File: config.mk
export PLATFORM = sky130hd
export DESIGN_NAME = ysyx_24070017_ifu
export DESIGN_NICKNAME = d
export VERILOG_FILES = /design/src/rtl/ysyx_24070017_ifu.sv
export SDC_FILE = /design/constraint.sdc
export NUM_CORES = 1
export LEC_CHECK = 0
export BUFFER_PORTS_ARGS = -buffer_cell sky130_fd_sc_hd__buf_2
export CAP_MARGIN = 20
export CORE_MARGIN = 2
export CORE_UTILIZATION = 40
export CTS_CLUSTER_SIZE = 24
export DETAILED_ROUTE_END_ITERATION = 8
export PLACE_DENSITY_LB_ADDON = 0.05
export SETUP_SLACK_MARGIN = 0.1
export SLEW_MARGIN = 10
export SYNTH_ARGS = -nofsm -noshare
export SYNTH_HDL_FRONTEND = slang
export SYNTH_SLANG_ARGS = --single-unit
export TNS_END_PERCENT = 5
File: constraint.sdc
create_clock -name clk -period 5.05 [get_ports clk]
set_clock_uncertainty 0.1 [all_clocks]
set_input_delay 0.2525 -clock clk [delete_from_list [all_inputs] [get_ports clk]]
set_output_delay 0.2525 -clock clk [all_outputs]
set_load 0.02 [all_outputs]
File: src/rtl/ysyx_24070017_ifu.sv
// ysyx_24070017_ifu: single-outstanding instruction fetch unit with redirect and wrong-path drop
// Optional misaligned-redirect trap enabled by YSYX_24070017_IFU_MISALIGN_CHECK_EN
module ysyx_24070017_ifu #(
    parameter int              XLEN     = 32,
    parameter logic [XLEN-1:0] RESET_PC = 'h8000_0000
) (
    input  logic            clk,
    input  logic            rst_n,
    input  logic            redirect_valid,
    input  logic [XLEN-1:0] redirect_pc,
    output logic            req_valid,
    input  logic            req_ready,
    output logic [XLEN-1:0] req_addr,
    input  logic            rsp_valid,
    input  logic [XLEN-1:0] rsp_data,
    output logic            inst_valid,
    input  logic            inst_ready,
    output logic [XLEN-1:0] inst,
    output logic [XLEN-1:0] inst_pc
`ifdef YSYX_24070017_IFU_MISALIGN_CHECK_EN
    ,
    output logic            fetch_misaligned
`endif
);

`ifdef YSYX_24070017_IFU_MISALIGN_CHECK_EN
    typedef enum logic [1:0] {S_REQ, S_WAIT, S_OUT, S_FAULT} state_t;
`else
    typedef enum logic [1:0] {S_REQ, S_WAIT, S_OUT} state_t;
`endif

    state_t          state_q, state_d, redir_st;
    logic [XLEN-1:0] pc_q, pc_d, inst_q, inst_d, redir_pc;
    logic            drop_q, drop_d, present;

    // redirect target PC and the state a redirect lands in
    always_comb begin
`ifdef YSYX_24070017_IFU_MISALIGN_CHECK_EN
        redir_pc = redirect_pc;
        redir_st = |redirect_pc[1:0] ? S_FAULT : S_REQ;
        present  = state_q == S_OUT || state_q == S_FAULT;
`else
        redir_pc = redirect_pc & ~XLEN'(3);
        redir_st = S_REQ;
        present  = state_q == S_OUT;
`endif
    end

    // next-state, PC, drop flag and instruction capture; redirect wins over everything
    always_comb begin
        state_d = state_q;
        pc_d    = pc_q;
        drop_d  = drop_q;
        inst_d  = inst_q;
        unique case (state_q)
            S_REQ: begin
                if (req_ready) begin
                    state_d = S_WAIT;
                    drop_d  = drop_q | redirect_valid;
                end
                if (redirect_valid) begin
                    pc_d    = redir_pc;
                    state_d = (req_ready && redir_st == S_REQ) ? S_WAIT : redir_st;
                end
            end
            S_WAIT: begin
                if (redirect_valid) begin
                    pc_d    = redir_pc;
                    drop_d  = ~rsp_valid;
                    state_d = (rsp_valid || redir_st != S_REQ) ? redir_st : S_WAIT;
                end else if (rsp_valid) begin
                    drop_d  = 1'b0;
                    state_d = drop_q ? S_REQ : S_OUT;
                    inst_d  = drop_q ? inst_q : rsp_data;
                end
            end
            S_OUT: begin
                if (redirect_valid) begin
                    pc_d    = redir_pc;
                    state_d = redir_st;
                end else if (inst_ready) begin
                    pc_d    = pc_q + XLEN'(4);
                    state_d = S_REQ;
                end
            end
`ifdef YSYX_24070017_IFU_MISALIGN_CHECK_EN
            S_FAULT: begin
                if (redirect_valid) begin
                    pc_d    = redir_pc;
                    state_d = redir_st;
                end else if (rsp_valid) begin
                    drop_d  = 1'b0;
                end
            end
`endif
            default: state_d = S_REQ;
        endcase
    end

    // state registers with synchronous active-low reset
    always_ff @(posedge clk) begin
        if (!rst_n) begin
            state_q <= S_REQ;
            pc_q    <= RESET_PC;
            drop_q  <= 1'b0;
            inst_q  <= '0;
        end else begin
            state_q <= state_d;
            pc_q    <= pc_d;
            drop_q  <= drop_d;
            inst_q  <= inst_d;
        end
    end

    assign req_valid  = rst_n && state_q == S_REQ;
    assign req_addr   = pc_q;
    assign inst_valid = rst_n && present && !redirect_valid;
    assign inst       = (rst_n && state_q == S_OUT) ? inst_q : '0;
    assign inst_pc    = rst_n ? pc_q : RESET_PC;
`ifdef YSYX_24070017_IFU_MISALIGN_CHECK_EN
    assign fetch_misaligned = rst_n && state_q == S_FAULT;
`endif

endmodule

==> flow_metrics.tcl <==
set metrics [dict create \
    status "finished, final reports clean" \
    final-setup-viol-count 0 \
    cts_buffer_depth 2 \
    crit_family "simple AND/OR/NAND/NOR gates" \
    r2r_slack_ps 2400 \
    postCtsSetupRepairBufs 0 \
    slew_headroom_pct 40.2 \
    drt_pass1_iterations 5 \
    port_buffers 161 \
    cp-end-kind "flip-flop" \
    ant_nets 0 \
    routed_via_density 5.47 \
    final_hold_viol_count 0 \
    ys_ff_latch 65 \
    yosysTopAreaCell "dfxtp_1" \
    clock-sinks 65 \
    die_area_um2 10500 \
    hp-class "in -> reg" \
    die-height_um 103 \
    p_per_area_nw_per_um2 254 \
    drc 0 \
    syn_area_per_cell_um2 7.21 \
    period_share_pct 52.4 \
    cp_data_arrival_time_ps 2820 \
    via_count 4422 \
    start_util_pct 41.6 \
    grt_pass1_vias 3862 \
    required_ps 5220 \
    grt_usage_pct 22.8 \
    io_pins 168 \
    drtIter0Drc 219 \
    drive_gt1_share_pct 28.6 \
    fin_nets 745 \
    final_core_util_pct 53.2 \
    antenna_found_initial 1 \
    diodes 0 \
    fmax_mhz 378 \
    synth_top_area_share_pct 33.5 \
    rows 35 \
    synth_ff_type "dfxtp_1" \
    fin_setup_tns_ps 0 \
    dpl.hpwl_um 8300 \
    min_to "inst_q[2]$_SDFFE_PN0P_" \
    grt_start_max_net_pins 54 \
    r2r_cells 4 \
    syn_to_final_growth_pct 27.9 \
    critical_path_buf_inv_count 0 \
    cap_viol_max_count 0 \
    rr_startpoint "state_q[1]$_SDFFE_PN0P_" \
    r2r-end "req_addr[14]$_SDFFE_PN0P_" \
    ctsResizeCount 0 \
    cts_tree "done" \
    hold_depth 3 \
    core_area_um2 9330 \
    critPathMaxStageDelay_ps 680 \
    cp_max_fo 26 \
    grt_pass1_wl_um 19000 \
    p_leak_nw 2.18 \
    cts_hold_buf 0 \
    synth-edff-count 0 \
    hold_ws_ps 29.8 \
    ir_worst_vdd_mv 0.204 \
    wire_per_inst_um 15.2 \
    async_flop_share_pct 0 \
    yosys_warnings 0 \
    die_w_um 103 \
    crit_slowest_cell "or4_1" \
    hp-start "rsp_data[2]" \
    syn-cell-area_um2 3880 \
    insertion_delay_ps 350 \
    synthTopCellsByCount "nand2_1 (98), dfxtp_1 (65), and2_1 (61)" \
    routabilityCongestion 0.838 \
    clk_pin_slew_ps 80 \
    final_max_slew_viol_count 0 \
    rsz0062_at_grt "no" \
    cts_inserted_buffers 9 \
    synth-seq-area-share_pct 33.5 \
    synth_cell_types 52 \
    path_cells "a21o_1 -> nand2_1 -> or4_1 -> a31oi_1" \
    routed_wl_um 12200 \
    path_class "reg -> reg" \
    synth_area_leaders "dfxtp_1 (34%), and2_1 (9.8%), nand2_1 (9.5%), a21oi_1 (7.2%), clkbuf_1 (3.7%)" \
    htree_levels 3 \
    cts-root-buf "clkbuf_8" \
    tightestPinTransition_ps 895 \
    yosysMostFrequentCell "nand2_1" \
    period_minus_slack_ps 2650 \
    syn_inst 539 \
    start_kind "flip-flop" \
    grt.overflow.total 0 \
]
==> report_power, final <==
part	internal (W)	leakage (nW)	total, W	switching (W)
logic	0.0000735	1.55	0.000189	0.000115
registers	0.000536	0.531	0.000571	0.0000349
clock network	0.000280	0.0991	0.000503	0.000223
==> flip-flops by register name, summed over array words and instances, names as in the netlist <==
signal	flops
drop_q	1
inst_q	32
req_addr	30
state_q	2
==> tightest hold or removal path: stages <==
cell,delay [ps]
buf_2,90
nand2_1,40
a21oi_1,50
==> per-layer routing <==
layer	up-vias	share of wire (%)	track usage, %
met1	2063	46	31.1
met4	2	1.3	6.97
met5	-	0.11	0
met2	156	46	36.8
li1	2187	-	-
met3	14	7.0	4.27
==> worst max path at each step <==
stage                                   startpoint  depth (start not counted)  slack [ps]                         to
after global routing       state_q[1]$_SDFFE_PN0P_                          4        2210  req_addr[14]$_SDFFE_PN0P_
after CTS                  state_q[1]$_SDFFE_PN0P_                          4        2410  req_addr[14]$_SDFFE_PN0P_
after global placement     state_q[1]$_SDFFE_PN0P_                          4        2440  req_addr[14]$_SDFFE_PN0P_
after floorplan           req_addr[2]$_SDFFE_PN0P_                          5        2840  req_addr[26]$_SDFFE_PN0P_
final                      state_q[1]$_SDFFE_PN0P_                          4        2400  req_addr[14]$_SDFFE_PN0P_
after detailed placement   state_q[1]$_SDFFE_PN0P_                          4        2450  req_addr[14]$_SDFFE_PN0P_
==> cell families (layout without fill, tap and decap cells) <==
kind of cell | Yosys count | in the layout | synth area share [%]
buffers and inverters | 55 | 192 | 5.86
other | 1 | 4 | 0.0966
adders and majority gates | 1 | 1 | 0.322
DFF | 65 | 65 | 33.5
and+or+nand+nor | 286 | 286 | 39.4
AOI/OAI and AO/OA | 131 | 131 | 20.8
==> cell usage in the layout (no fill, tap or decap), types with 5 or more instances in the layout <==
cell type	n
a21oi_1	56
a31oi_1	10
and2_0	5
and2_1	61
and3_1	7
and4_1	6
buf_2	161
buf_4	6
clkbuf_8	9
dfxtp_1	65
inv_1	7
nand2_1	98
nand3_1	18
nand4_1	17
nor2_1	18
nor3_1	10
nor4_1	15
o211ai_1	7
o21ai_0	21
or4_1	8
==> final cells by class <==
| cell class | instances | area [um^2] |
|---|---|---|
| fillers | 974 | 4360 |
| inverters | 8 | 30.0 |
| flip-flops and latches | 65 | 1300 |
| well taps | 129 | 161 |
| repair buffers | 168 | 878 |
| multi-input cells | 422 | 2380 |
| clock buffers | 10 | 128 |
| clock inverters | 6 | 91.3 |
==> stage by stage <==
stage,cell area [um^2],instances,power [W],setup slack [ps]
after global routing,4970,808,0.00131,2210
after detailed placement,4720,791,0.000770,2450
after CTS,4940,807,0.00127,2410
final,4970,808,0.00126,2400
after floorplan,3890,542,0.000694,2840
after global placement,4720,791,0.000766,2440
Note: power is estimated with default switching activity, not from simulation.
